[config.mk]
export PLATFORM = sky130hd
export DESIGN_NAME = ctrl_bin_mgr
export DESIGN_NICKNAME = d
export VERILOG_FILES = /design/src/rtl/ctrl_bin_mgr.sv
export SDC_FILE = /design/constraint.sdc
export NUM_CORES = 1
export LEC_CHECK = 0
export CAP_MARGIN = 20
export CELL_PAD_IN_SITES_DETAIL_PLACEMENT = 1
export CELL_PAD_IN_SITES_GLOBAL_PLACEMENT = 2
export CORE_ASPECT_RATIO = 0.7
export CORE_MARGIN = 2
export CORE_UTILIZATION = 28
export DETAILED_ROUTE_END_ITERATION = 8
export HOLD_SLACK_MARGIN = 0.15
export PLACE_DENSITY = 0.87
export SETUP_SLACK_MARGIN = 0.4
export SYNTH_ARGS = -nofsm -noshare
export SYNTH_HDL_FRONTEND = slang
export SYNTH_SLANG_ARGS = --single-unit
[constraint.sdc]
create_clock -name clk -period 4.4 [get_ports clk]
set_input_delay 0.88 -clock clk [delete_from_list [all_inputs] [get_ports clk]]
set_output_delay 0.88 -clock clk [all_outputs]
set_load 0.02 [all_outputs]
[src/rtl/ctrl_bin_mgr.sv]
// rtl/ctrl_bin_mgr.sv - bin-by-bin load / sat-core / backtrack sequencer
// Optional statistics counters are enabled by defining CTRL_BIN_MGR_STAT_EN.
module ctrl_bin_mgr #(
  parameter int WIDTH_BIN = 16
) (
  input  logic                 clk,
  input  logic                 rst,
  input  logic                 start_i,
  input  logic [WIDTH_BIN-1:0] num_bins_i,
  output logic                 start_load_o,
  output logic [WIDTH_BIN-1:0] load_bin_num_o,
  input  logic                 done_load_i,
  output logic                 core_clr_o,
  output logic                 start_core_o,
  input  logic                 done_core_i,
  input  logic                 sat_i,
  input  logic                 unsat_i,
  input  logic [WIDTH_BIN-1:0] bkt_bin_num_i,
  output logic                 start_bkt_o,
  input  logic                 done_bkt_i,
  output logic [WIDTH_BIN-1:0] bkt_bin_num_o,
  output logic [WIDTH_BIN-1:0] cur_bin_num_o,
  output logic                 done_o,
  output logic                 global_sat_o,
  output logic                 global_unsat_o,
  output logic                 err_o,
  output logic [31:0]          load_cnt_o,
  output logic [31:0]          bkt_cnt_o
);

  typedef enum logic [2:0] {IDLE, LOAD, CORE_CLR, CORE_RUN, BKT, FINISH} state_t;

  state_t               state_q, state_d;
  logic                 first_q, first_d;
  logic [WIDTH_BIN-1:0] num_bins_q, num_bins_d;
  logic [WIDTH_BIN-1:0] cur_bin_q, cur_bin_d;
  logic [WIDTH_BIN-1:0] bkt_q, bkt_d;
  logic                 done_q, done_d;
  logic                 sat_q, sat_d;
  logic                 unsat_q, unsat_d;
  logic                 err_q, err_d;
  logic                 accept;
  logic [WIDTH_BIN-1:0] last_bin;

  assign accept   = (state_q == IDLE) && start_i;
  assign last_bin = num_bins_q - WIDTH_BIN'(1);

  always_comb begin
    state_d    = state_q;
    num_bins_d = num_bins_q;
    cur_bin_d  = cur_bin_q;
    bkt_d      = bkt_q;
    done_d     = done_q;
    sat_d      = sat_q;
    unsat_d    = unsat_q;
    err_d      = err_q;
    case (state_q)
      IDLE: begin
        if (start_i) begin
          done_d  = 1'b0;
          unsat_d = 1'b0;
          err_d   = 1'b0;
          if (num_bins_i != '0) begin
            num_bins_d = num_bins_i;
            cur_bin_d  = '0;
            sat_d      = 1'b0;
            state_d    = LOAD;
          end else begin
            sat_d   = 1'b1;
            state_d = FINISH;
          end
        end
      end
      LOAD:     if (done_load_i) state_d = CORE_CLR;
      CORE_CLR: state_d = CORE_RUN;
      CORE_RUN: begin
        if (done_core_i) begin
          if (sat_i && !unsat_i) begin
            if (cur_bin_q == last_bin) begin
              sat_d   = 1'b1;
              state_d = FINISH;
            end else begin
              cur_bin_d = cur_bin_q + WIDTH_BIN'(1);
              state_d   = LOAD;
            end
          end else if (unsat_i && !sat_i) begin
            // all-ones target means the search has backtracked past bin 0
            if (&bkt_bin_num_i) begin
              unsat_d = 1'b1;
              state_d = FINISH;
            end else if (bkt_bin_num_i < cur_bin_q) begin
              bkt_d   = bkt_bin_num_i;
              state_d = BKT;
            end else begin
              err_d   = 1'b1;
              state_d = FINISH;
            end
          end else begin
            err_d   = 1'b1;
            state_d = FINISH;
          end
        end
      end
      BKT: begin
        if (done_bkt_i) begin
          cur_bin_d = bkt_q;
          state_d   = LOAD;
        end
      end
      FINISH: begin
        done_d  = 1'b1;
        state_d = IDLE;
      end
      default: state_d = IDLE;
    endcase
    first_d = (state_d != state_q);
  end

  always_ff @(posedge clk or negedge rst) begin
    if (!rst) begin
      state_q    <= IDLE;
      first_q    <= 1'b0;
      num_bins_q <= '0;
      cur_bin_q  <= '0;
      bkt_q      <= '0;
      done_q     <= 1'b0;
      sat_q      <= 1'b0;
      unsat_q    <= 1'b0;
      err_q      <= 1'b0;
    end else begin
      state_q    <= state_d;
      first_q    <= first_d;
      num_bins_q <= num_bins_d;
      cur_bin_q  <= cur_bin_d;
      bkt_q      <= bkt_d;
      done_q     <= done_d;
      sat_q      <= sat_d;
      unsat_q    <= unsat_d;
      err_q      <= err_d;
    end
  end

  // Pulses fire only on the first cycle spent in their state.
  assign start_load_o   = (state_q == LOAD) && first_q;
  assign start_core_o   = (state_q == CORE_RUN) && first_q;
  assign start_bkt_o    = (state_q == BKT) && first_q;
  assign core_clr_o     = (state_q == CORE_CLR);
  assign load_bin_num_o = cur_bin_q;
  assign cur_bin_num_o  = cur_bin_q;
  assign bkt_bin_num_o  = bkt_q;
  assign done_o         = done_q;
  assign global_sat_o   = sat_q;
  assign global_unsat_o = unsat_q;
  assign err_o          = err_q;

`ifdef CTRL_BIN_MGR_STAT_EN
  logic [31:0] load_cnt_q, load_cnt_d;
  logic [31:0] bkt_cnt_q, bkt_cnt_d;

  always_comb begin
    load_cnt_d = load_cnt_q;
    bkt_cnt_d  = bkt_cnt_q;
    if (accept) begin
      load_cnt_d = '0;
      bkt_cnt_d  = '0;
    end else begin
      if (start_load_o && !(&load_cnt_q)) load_cnt_d = load_cnt_q + 32'd1;
      if (start_bkt_o && !(&bkt_cnt_q))   bkt_cnt_d  = bkt_cnt_q + 32'd1;
    end
  end

  always_ff @(posedge clk or negedge rst) begin
    if (!rst) begin
      load_cnt_q <= '0;
      bkt_cnt_q  <= '0;
    end else begin
      load_cnt_q <= load_cnt_d;
      bkt_cnt_q  <= bkt_cnt_d;
    end
  end

  assign load_cnt_o = load_cnt_q;
  assign bkt_cnt_o  = bkt_cnt_q;
`else
  logic unused_accept;
  assign unused_accept = accept;
  assign load_cnt_o    = '0;
  assign bkt_cnt_o     = '0;
`endif

endmodule

==> results of run 1 <==
final cells by class:
type / count / area [um^2] / share of cell area (%)
Inverter: 22 / 82.58 / 1.552
Multi-Input combinational cell: 369 / 2401 / 45.12
Clock inverter: 3 / 42.54 / 0.7994
Clock buffer: 5 / 125.1 / 2.351
Timing Repair Buffer: 103 / 1018 / 19.14
Tap cell: 200 / 250.2 / 4.703
Sequential cell: 56 / 1401 / 26.33
synth_stat cells, types with 8 or more instances:
master,n,share of area (%)
buf_4,81,14
dfrtp_1,56,32
mux2_2,33,8.5
nor2_1,27,2.3
nand2_1,26,2.2
inv_1,22,1.9
nor3_1,22,2.5
a21oi_1,17,1.9
clkbuf_1,17,1.5
ha_1,17,4.9
nand4_1,14,2.0
nor4_1,14,2.0
o21ai_0,14,1.6
xnor2_1,14,2.8
a31oi_1,8,1.1
layer usage:
layer / vias up / GRT usage (%)
met5: - / 0
met4: 0 / 1.638
met3: 4 / 4.369
met2: 112 / 26.37
met1: 1921 / 23.59
li1: 1759 / -
stage by stage:
step	hold slack, ns	setup slack (ns)	instance area, um^2
3_5_place_dp	0.5148	0.8451	5134
6_report	0.4707	1.034	5321
4_1_cts	0.5364	1.064	5301
5_1_grt	0.4792	0.8482	5321
3_3_place_gp	0.5158	0.9252	5134
2_1_floorplan	0.5009	1.174	4612
kinds of logic after synthesis:
group / after synthesis
and+or+nand+nor: 149
buffers and inverters: 126
AOI/OAI and AO/OA: 85
DFF: 56
muxes: 36
xor gates and xnor gates: 18
adders and majority gates: 17
other: 1
power breakdown:
group	internal [mW]	leakage, nW	switching, mW	total [mW]
clock network	0.269	0.0798	0.203	0.472
logic	0.599	1.28	0.710	1.31
registers	0.677	0.729	0.275	0.952
total	1.54	2.09	1.19	2.73
layout by cell type, fill, tap and decap left out, types with 3 or more instances in the layout:
cell	instances
ha_1	17
nor2_1	27
a31oi_1	8
inv_1	22
a32oi_1	3
o311ai_0	4
o211ai_1	5
clkdlybuf4s50_1	94
conb_1	64
nand3_1	6
a21o_1	6
and3_1	5
buf_4	7
nor3_1	22
clkbuf_16	5
nand4_1	14
o22ai_1	7
nor2b_1	5
xnor2_1	14
nand2_1	26
nand2b_1	4
and2_1	3
dfrtp_1	56
xor2_1	4
o21ai_0	14
a21oi_1	17
nor4b_1	3
or4_1	5
mux2_2	33
nand3b_1	3
nor4_1	14
worst paths after layout:
check	to	slack, ns	cells past startpoint
max	cur_bin_num_o[9]	1.03	10
min	cur_bin_num_o[4]	0.47	1
max reg2reg	cur_bin_num_o[9]	1.03	10
min reg2reg	num_bins_q[15]	0.53	1
max in group asynchronous	num_bins_q[13]	3.14	3
min in group clk	num_bins_q[15]	0.53	1
flip-flops by register name (all words and copies together), names as in the netlist:
register	cells
state_q	3
global_sat_o	1
cur_bin_num_o	16
done_o	1
bkt_bin_num_o	16
global_unsat_o	1
err_o	1
first_q	1
num_bins_q	16
critical path, stage by stage, from the launching register on:
cell and delay [ns]:
dfrtp_1 0.44, inv_1 0.09, ha_1 0.32, or3b_2 0.50
or4_1 0.40, o32ai_1 0.15, a31oi_1 0.11, nor2_1 0.14
and4_1 0.62, nor3_1 0.14, o32a_1 0.35
==> out/qor.txt, run 1 <==
Status = finished, final reports clean
First-pass GRT wire length = 21.94 mm
Post-Syn Area = 4375 um^2
DR pass1 iterations = 4
Diodes inserted = 0
Detail Route Antenna Nets = 0
Mux cell area share after synthesis = 9.208%
Post-synthesis async set-or-reset flop share = 100.0%
Tot GR Track Use = 16.60%
Number of fill cells = 1822
Setup_tns = 0 ns
Clk Latency, worst-skew pair = 0.30 ns
Max_cap viols = 0
Fin nets = 614
Via count of the first global-routing pass = 3879
Sink Count = 56
Largest net degree at the start of global routing = 44
Largest family of logic cells by synthesized area = simple AND/OR/NAND/NOR gates
Ratio of final minimum period to clock period = 76.50%
CP Max Fanout = 16
R2R Path Start = num_bins_q[0]
CTS Buf Count = 5
Core box area = 15400 um^2
Post-Synth Adder-Cell Area = 4.861%
Synth Area per Inst = 8.966 um^2
Crit path required time = 4.59 ns
Mapped Cells = 488
Top-level I/O count = 160
Final Max Slew Viols = 0
Count of hold-fix buffers inserted at cts = 0
Total power = 2.733 mW
Yosys warning total = 0
Yosys cell types = 58
Layout Cells excl Fill = 758
DRC Markers = 0
XOR/XNOR Fraction of Synth Area = 3.603%
Top_reg_cell synth = dfrtp_1
Final Skew = 0.01391 ns
PwrDens = 513.5 nW/um^2
Clk root buf = clkbuf_16
Die W = 153.4 um
Worst relative slew slack = 45.92%
Wire length per cell = 18.29 um
Die footprint = 16660 um^2
CTS resizes = 0
Final GP Congestion = 0.8121
DIE HEIGHT = 108.6 um
Synth Register Bits = 56
CTS H-tree lvls = 2
CP Data Arrival Time = 3.56 ns
Post-CTS Setup Bufs = 0
DP HPWL = 10.72 mm
Leak pwr = 2.086 nW
Post-synthesis sequential area ratio = 32.03%
CP startpoint = num_bins_q[0]
VDD IR max = 0.2015 mV
DR top layer = met4
Hold crit path type = input pin to asynchronous set/reset pin
Min Tclk post-route = 3.366 ns
Vias/cell = 5.008
Row count = 38
Grt total ovfl = 0
Area grow syn2layout = 21.62%
Crit Path Class = register to register
Initial Util = 28.40%
Initial drt markers = 186
Met1 Wirelength = 6.713 mm
Clk slew on worst S/H paths = 0.08 ns
Setup crit end kind = register
# setup viols final = 0
Initial antenna violation count = 0
Via count = 3796
EDFF count, synth = 0
Area share of and/or/nand/nor cells after synthesis = 18.70%
CTS tree = done
Routed met3 length = 926 um
RSZ-0062 raised after global routing = false
Inst Count DP = 749
Slew of the pin with the lowest slew margin = 0.8038 ns
Synth Area in Compound Gates = 13.01%
Post-layout util = 34.54%
Clock Tree Buf Depth = 2
Layout cell share with drive strength beyond 1 = 10.39%
Final hold vios = 0
Max Fclk = 0.2971 GHz
Port buffer count = 95
Startpoint types = register
DRT Wirelength = 13.86 mm
Metal2 WL = 6.191 mm
No activity file was read; power rests on OpenSTA's default activity.
==> run 2, diff against run 1 <==
--- a/config.mk
+++ b/config.mk
@@ -10,10 +10,10 @@
 export CELL_PAD_IN_SITES_GLOBAL_PLACEMENT = 2
 export CORE_ASPECT_RATIO = 0.7
 export CORE_MARGIN = 2
-export CORE_UTILIZATION = 28
+export CORE_UTILIZATION = 24
 export DETAILED_ROUTE_END_ITERATION = 8
 export HOLD_SLACK_MARGIN = 0.15
-export PLACE_DENSITY = 0.87
+export PLACE_DENSITY = 0.79
 export SETUP_SLACK_MARGIN = 0.4
 export SYNTH_ARGS = -nofsm -noshare
 export SYNTH_HDL_FRONTEND = slang
==> constraint.sdc (replaced) <==
create_clock -name clk -period 3 [get_ports clk]
set_input_delay 0.6 -clock clk [delete_from_list [all_inputs] [get_ports clk]]
set_output_delay 0.6 -clock clk [all_outputs]
set_load 0.02 [all_outputs]
==> out/qor.txt, run 2 (same netlist as run 1, synthesis figures left out) <==
PwrDens = 738.1 nW/um^2 (+44%)
# setup viols final = 0 (unchanged)
CTS Buf Count = 5 (unchanged)
Row count = 41 (+7.9%)
Commonest non-fill, non-tap cells in the layout = 81 x clkdlybuf4s50_1, 64 x conb_1, 56 x buf_4
CP Data Arrival Time = 2.95 ns (-0.61 ns)
Met2 usage = 24.56% (-1.8 points)
Clk Latency, worst-skew pair = 0.30 ns (about the same)
Number of fill cells = 2080 (+14%)
Slowest cell on the critical path = nor4_1
Worst relative slew slack = 54.39% (+8.5 points)
Layout cell share with drive strength beyond 1 = 27.20% (+17 points)
Fin nets = 670 (+9.1%)
Final Max Slew Viols = 0 (unchanged)
R2R Path End = cur_bin_num_o[0]
Tot GR Track Use = 15.75% (-0.85 points)
Initial Util = 24.37% (-4.0 points)
Critical Path Most Common Cell = buf_4
DIE HEIGHT = 117.0 um (+7.7%)
Worst Hold Slack = 0.2698 ns (-0.2010 ns)
Diodes inserted = 0 (unchanged)
Final Skew = 0.006866 ns (-0.007047 ns)
Inst Count DP = 821 (+9.6%)
Final hold vios = 0 (unchanged)
Final GP Congestion = 0.7768 (-4.3%)
Hold crit path type = input pin to asynchronous set/reset pin
Max Fclk = 0.3626 GHz
Core box area = 17950 um^2 (+17%)
Min Tclk post-route = 2.758 ns
CP Max Fanout = 3 (-13)
R2R Path Start = num_bins_q[0]
Largest net degree at the start of global routing = 24 (-45%)
Via count = 3981 (+4.9%)
Final worst setup slack = 0.2424 ns (-0.7914 ns)
Met1 GRT Util = 22.68% (-0.91 points)
Total power = 4.527 mW (+66%)
Sink Count = 56 (unchanged)
Setup crit end kind = register
Post-place setup slack = -0.1424 ns (-0.9875 ns)
RSZ-0062 raised after global routing = true
Commonest non-fill, non-tap cell in the layout = clkdlybuf4s50_1
DRC Markers = 0 (unchanged)
CTS tree = done
DR pass1 iterations = 4 (unchanged)
Critical-path cell list = clkdlybuf4s50_1 -> nor4_1 -> buf_4 -> nand4_1 -> o211ai_1 -> or2_2 -> nor2b_1 -> buf_4 -> mux2_4
Status = finished, final reports clean
Vias/cell = 4.684 (-6.5%)
VDD IR max = 0.3847 mV (+91%)
Wire length per cell = 18.01 um (-1.6%)
CP peak stage delay = 0.49 ns (-0.13 ns)
Via count of the first global-routing pass = 4139 (+6.7%)
Worst-case reg-to-reg path depth = 11 (+1)
Die footprint = 19340 um^2 (+16%)
Top-level I/O count = 160 (unchanged)
Met3 usage = 3.665% (-0.70 points)
Area grow syn2layout = 40.18%
Startpoint types = input pin
Clk root buf = clkbuf_16
Leak pwr = 2.463 nW (+18%)
Top Usage Layer GRT = met2
Max_cap viols = 0 (unchanged)
CTS H-tree lvls = 2 (unchanged)
Post-layout util = 34.16% (-0.38 points)
First-pass GRT wire length = 23.37 mm (+6.5%)
DRT Wirelength = 15.31 mm (+10%)
Layout Cells excl Fill = 850 (+12%)
Initial drt markers = 185 (-0.54%)
Initial antenna violation count = 0 (unchanged)
Slew of the pin with the lowest slew margin = 0.6841 ns (-0.1197 ns)
Grt total ovfl = 0 (unchanged)
Worst path bufs/invs = 3 (+2)
Crit Path Class = input pin to register
Ratio of final minimum period to clock period = 91.92%
Count of hold-fix buffers inserted at cts = 0 (unchanged)
CP delay by family, top = simple AND/OR/NAND/NOR gates
DP HPWL = 11.81 mm (+10%)
Crit path required time = 3.19 ns (-1.40 ns)
Clk slew on worst S/H paths = 0.08 ns (about the same)
FF-to-FF setup slack = 0.27 ns (-0.76 ns)
Die W = 165.4 um (+7.8%)
Clock Tree Buf Depth = 2 (unchanged)
Port buffer count = 95 (unchanged)
Detail Route Antenna Nets = 0 (unchanged)
[run 2: stage by stage]
| step | setup TNS, ns | area [um^2] |
|---|---|---|
| 2_1_floorplan | 0 | 4659 |
| 3_3_place_gp | -0.6180 | 5489 |
| 3_5_place_dp | -2.120 | 5489 |
| 4_1_cts | 0 | 5988 |
| 5_1_grt | 0 | 6133 |
| 6_report | 0 | 6133 |
[run 2: layout make-up]
| type | instances | area [um^2] | area share, % |
|---|---|---|---|
| clock buffer | 5 | 125.1 | 2.040 |
| clock inverter | 3 | 23.77 | 0.3876 |
| inverter | 22 | 82.58 | 1.346 |
| multi-input combinational | 369 | 2678 | 43.66 |
| sequential | 56 | 1416 | 23.09 |
| tap | 236 | 295.3 | 4.814 |
| timing repair buffer | 159 | 1513 | 24.66 |
[run 2: power by group]
group | leakage, nW | switching (mW) | total (mW) | internal [mW]
registers | 0.713 | 0.375 | 1.38 | 1.00
clock network | 0.0660 | 0.315 | 0.627 | 0.313
logic | 1.68 | 1.32 | 2.52 | 1.20
total | 2.46 | 2.01 | 4.53 | 2.52
[run 2: worst max path at each step]
| stage | start | endpoint | slack, ns | cells after the start |
|---|---|---|---|---|
| 6_report | num_bins_i[5] | cur_bin_num_o[0] | 0.24 | 9 |
| 5_1_grt | num_bins_q[0] | cur_bin_num_o[0] | 0.12 | 11 |
| 4_1_cts | num_bins_q[3] | cur_bin_num_o[0] | 0.26 | 9 |
| 3_5_place_dp | bkt_bin_num_i[7] | bkt_bin_num_o[11] | -0.14 | 11 |
| 3_3_place_gp | bkt_bin_num_i[9] | bkt_bin_num_o[0] | -0.04 | 11 |
| 2_1_floorplan | bkt_bin_num_i[9] | bkt_bin_num_o[10] | 0.40 | 11 |
[run 2: metal layers]
layer	part of all wire [%]	vias up	wire length, um
met5	0	-	0
met4	0.88	0	134
met3	7.0	13	1067
met2	44	123	6757
met1	48	1983	7346
li1	-	1862	-
[run 2: what timing repair did]
action | 4_1_cts | 5_1_grt
resized for setup | 62 | 29
buffers inserted | 13 | 7
cloned | 1 | 0
hold endpoints to repair | 0 | 0
endpoints found under the setup margin | 36 | 37
pin swaps | 27 | 15
==> run 3, diff against run 2 <==
==> constraint.sdc (replaced) <==
create_clock -name clk -period 2.41 [get_ports clk]
set_input_delay 0.482 -clock clk [delete_from_list [all_inputs] [get_ports clk]]
set_output_delay 0.482 -clock clk [all_outputs]
set_load 0.02 [all_outputs]
==> out/qor.txt, run 3 (same netlist as run 1, synthesis figures left out) <==
DIE HEIGHT = 117.0 um (unchanged)
First-pass GRT wire length = 25.23 mm (+7.9%)
DR pass1 iterations = 4 (unchanged)
Final worst setup slack = -0.2967 ns (-0.5391 ns)
Sink Count = 56 (unchanged)
DRT Wirelength = 16.79 mm (+9.7%)
Commonest non-fill, non-tap cell in the layout = buf_4
Area grow syn2layout = 61.82%
Status = finished with violations
Leak pwr = 3.116 nW (+27%)
Initial antenna violation count = 2 (+2)
DP HPWL = 12.51 mm (+6.0%)
Post-layout util = 39.44% (+5.3 points)
Detail Route Antenna Nets = 0 (unchanged)
Clock Tree Buf Depth = 2 (unchanged)
CP peak stage delay = 0.57 ns (+0.08 ns)
Die footprint = 19340 um^2 (unchanged)
CP delay by family, top = simple AND/OR/NAND/NOR gates
Max Fclk = 0.3695 GHz
Core box area = 17950 um^2 (unchanged)
Clk slew on worst S/H paths = 0.08 ns (about the same)
Setup crit end kind = register
Fin nets = 750 (+12%)
Inst Count DP = 895 (+9.0%)
Commonest non-fill, non-tap cells in the layout = 121 x buf_4, 64 x conb_1, 50 x clkdlybuf4s50_1
Vias/cell = 4.700 (+0.36%)
Port buffer count = 95 (unchanged)
Violated checks = setup timing
Largest net degree at the start of global routing = 32 (+33%)
CP Data Arrival Time = 2.90 ns (-0.05 ns)
Startpoint types = register
Register Area = 1423 um^2 (+0.44%)
Worst path bufs/invs = 1 (-2)
Clk Latency, worst-skew pair = 0.30 ns (about the same)
Via count = 4376 (+9.9%)
Final Skew = 0.01174 ns (+0.004872 ns)
Final GP Congestion = 0.8800 (+13%)
# setup viols final = 35 (+35)
Top-level I/O count = 160 (unchanged)
CTS tree = done
CTS Buf Count = 5 (unchanged)
Slew of the pin with the lowest slew margin = 0.7126 ns (+0.02852 ns)
Path length in cells of the critical path = 9 (unchanged)
Row count = 41 (unchanged)
Clk root buf = clkbuf_16
Max_cap viols = 0 (unchanged)
Final hold vios = 0 (unchanged)
Slowest cell on the critical path = or4_4
Grt total ovfl = 0 (unchanged)
Via count of the first global-routing pass = 4496 (+8.6%)
Worst-case reg-to-reg path depth = 9 (-2)
Initial Util = 24.37% (unchanged)
Multi-input gate area = 2939 um^2 (+9.8%)
Critical-path cell list = or4_4 -> or4_4 -> o32ai_4 -> a31oi_2 -> nor3b_2 -> a31oi_1 -> nor2b_1 -> buf_4 -> mux2_4
Layout cell share with drive strength beyond 1 = 41.50% (+14 points)
VDD IR max = 0.3522 mV (-8.5%)
Layout Cells excl Fill = 931 (+9.5%)
CP Max Fanout = 5 (+2)
Worst relative slew slack = 52.49% (-1.9 points)
RSZ-0062 raised after global routing = true
Ratio of final minimum period to clock period = 112.3%
PwrDens = 894.3 nW/um^2 (+21%)
Min Tclk post-route = 2.707 ns
Hold crit path type = input pin to asynchronous set/reset pin
Crit Path Class = register to register
Number of fill cells = 2059 (-1.0%)
DRC Markers = 0 (unchanged)
Count of hold-fix buffers inserted at cts = 0 (unchanged)
Die W = 165.4 um (unchanged)
Tot GR Track Use = 16.95% (+1.2 points)
Critical Path Most Common Cell = or4_4
Initial drt markers = 131 (-29%)
Crit path required time = 2.60 ns (-0.59 ns)
Final Max Slew Viols = 0 (unchanged)
Wire length per cell = 18.04 um (+0.18%)
CTS H-tree lvls = 2 (unchanged)
==> run 3: final cells by class <==
type                       instances  share of cell area [%]
antenna                            1                 0.03534
inverter                          22                   1.237
timing repair buffer             239                   30.59
multi-input combinational        369                   41.51
clock buffer                       5                   1.767
sequential                        56                   20.09
tap                              236                   4.170
clock inverter                     3                  0.6008
==> run 3: worst paths after layout <==
path	slack (ns)	startpoint	end
worst max-delay path	-0.30	num_bins_q[3]	cur_bin_num_o[0]
worst min-delay path	0.22	rst	bkt_bin_num_o[4]
worst max register to register	-0.30	num_bins_q[3]	cur_bin_num_o[0]
worst min register to register	0.54	global_unsat_o	global_unsat_o
max in group asynchronous	1.52	rst	state_q[2]
min in group clk	0.46	num_bins_i[1]	num_bins_q[1]
==> run 3: what timing repair did <==
action / 4_1_cts / 5_1_grt
setup buffers: 17 / 7
pin swaps: 27 / 22
endpoints found under the hold margin: 0 / 0
resized for setup: 102 / 81
cloned: 3 / 0
endpoints found under the setup margin: 63 / 60
==> run 3: power by group <==
group	total, mW	internal (mW)	switching, mW
Clock	0.863	0.490	0.373
Combinational	3.83	1.91	1.92
Sequential	1.64	1.25	0.389
Total	6.33	3.65	2.68
==> run 3: stage by stage <==
stage	cell area, um^2	hold WS, ns	setup slack (ns)	TNS [ns]	power (mW)
after floorplan	4790	0.1864	-0.1492	-1.352	3.429
after global placement	6175	0.4873	-0.5101	-17.44	4.685
after detailed placement	6175	0.5193	-0.6664	-20.86	4.834
after CTS	6774	0.2485	-0.3139	-4.497	6.004
after global routing	7081	0.2427	-0.4064	-8.807	6.707
final	7081	0.2153	-0.2967	-5.725	6.332
==> run 3: per-layer routing <==
metal	vias to the layer above	global-route usage, %	share of wire [%]
li1	2028	-	-
met1	2196	23.69	46
met2	140	27.81	47
met3	10	3.418	6.1
met4	2	2.586	0.66
met5	-	0	0.095
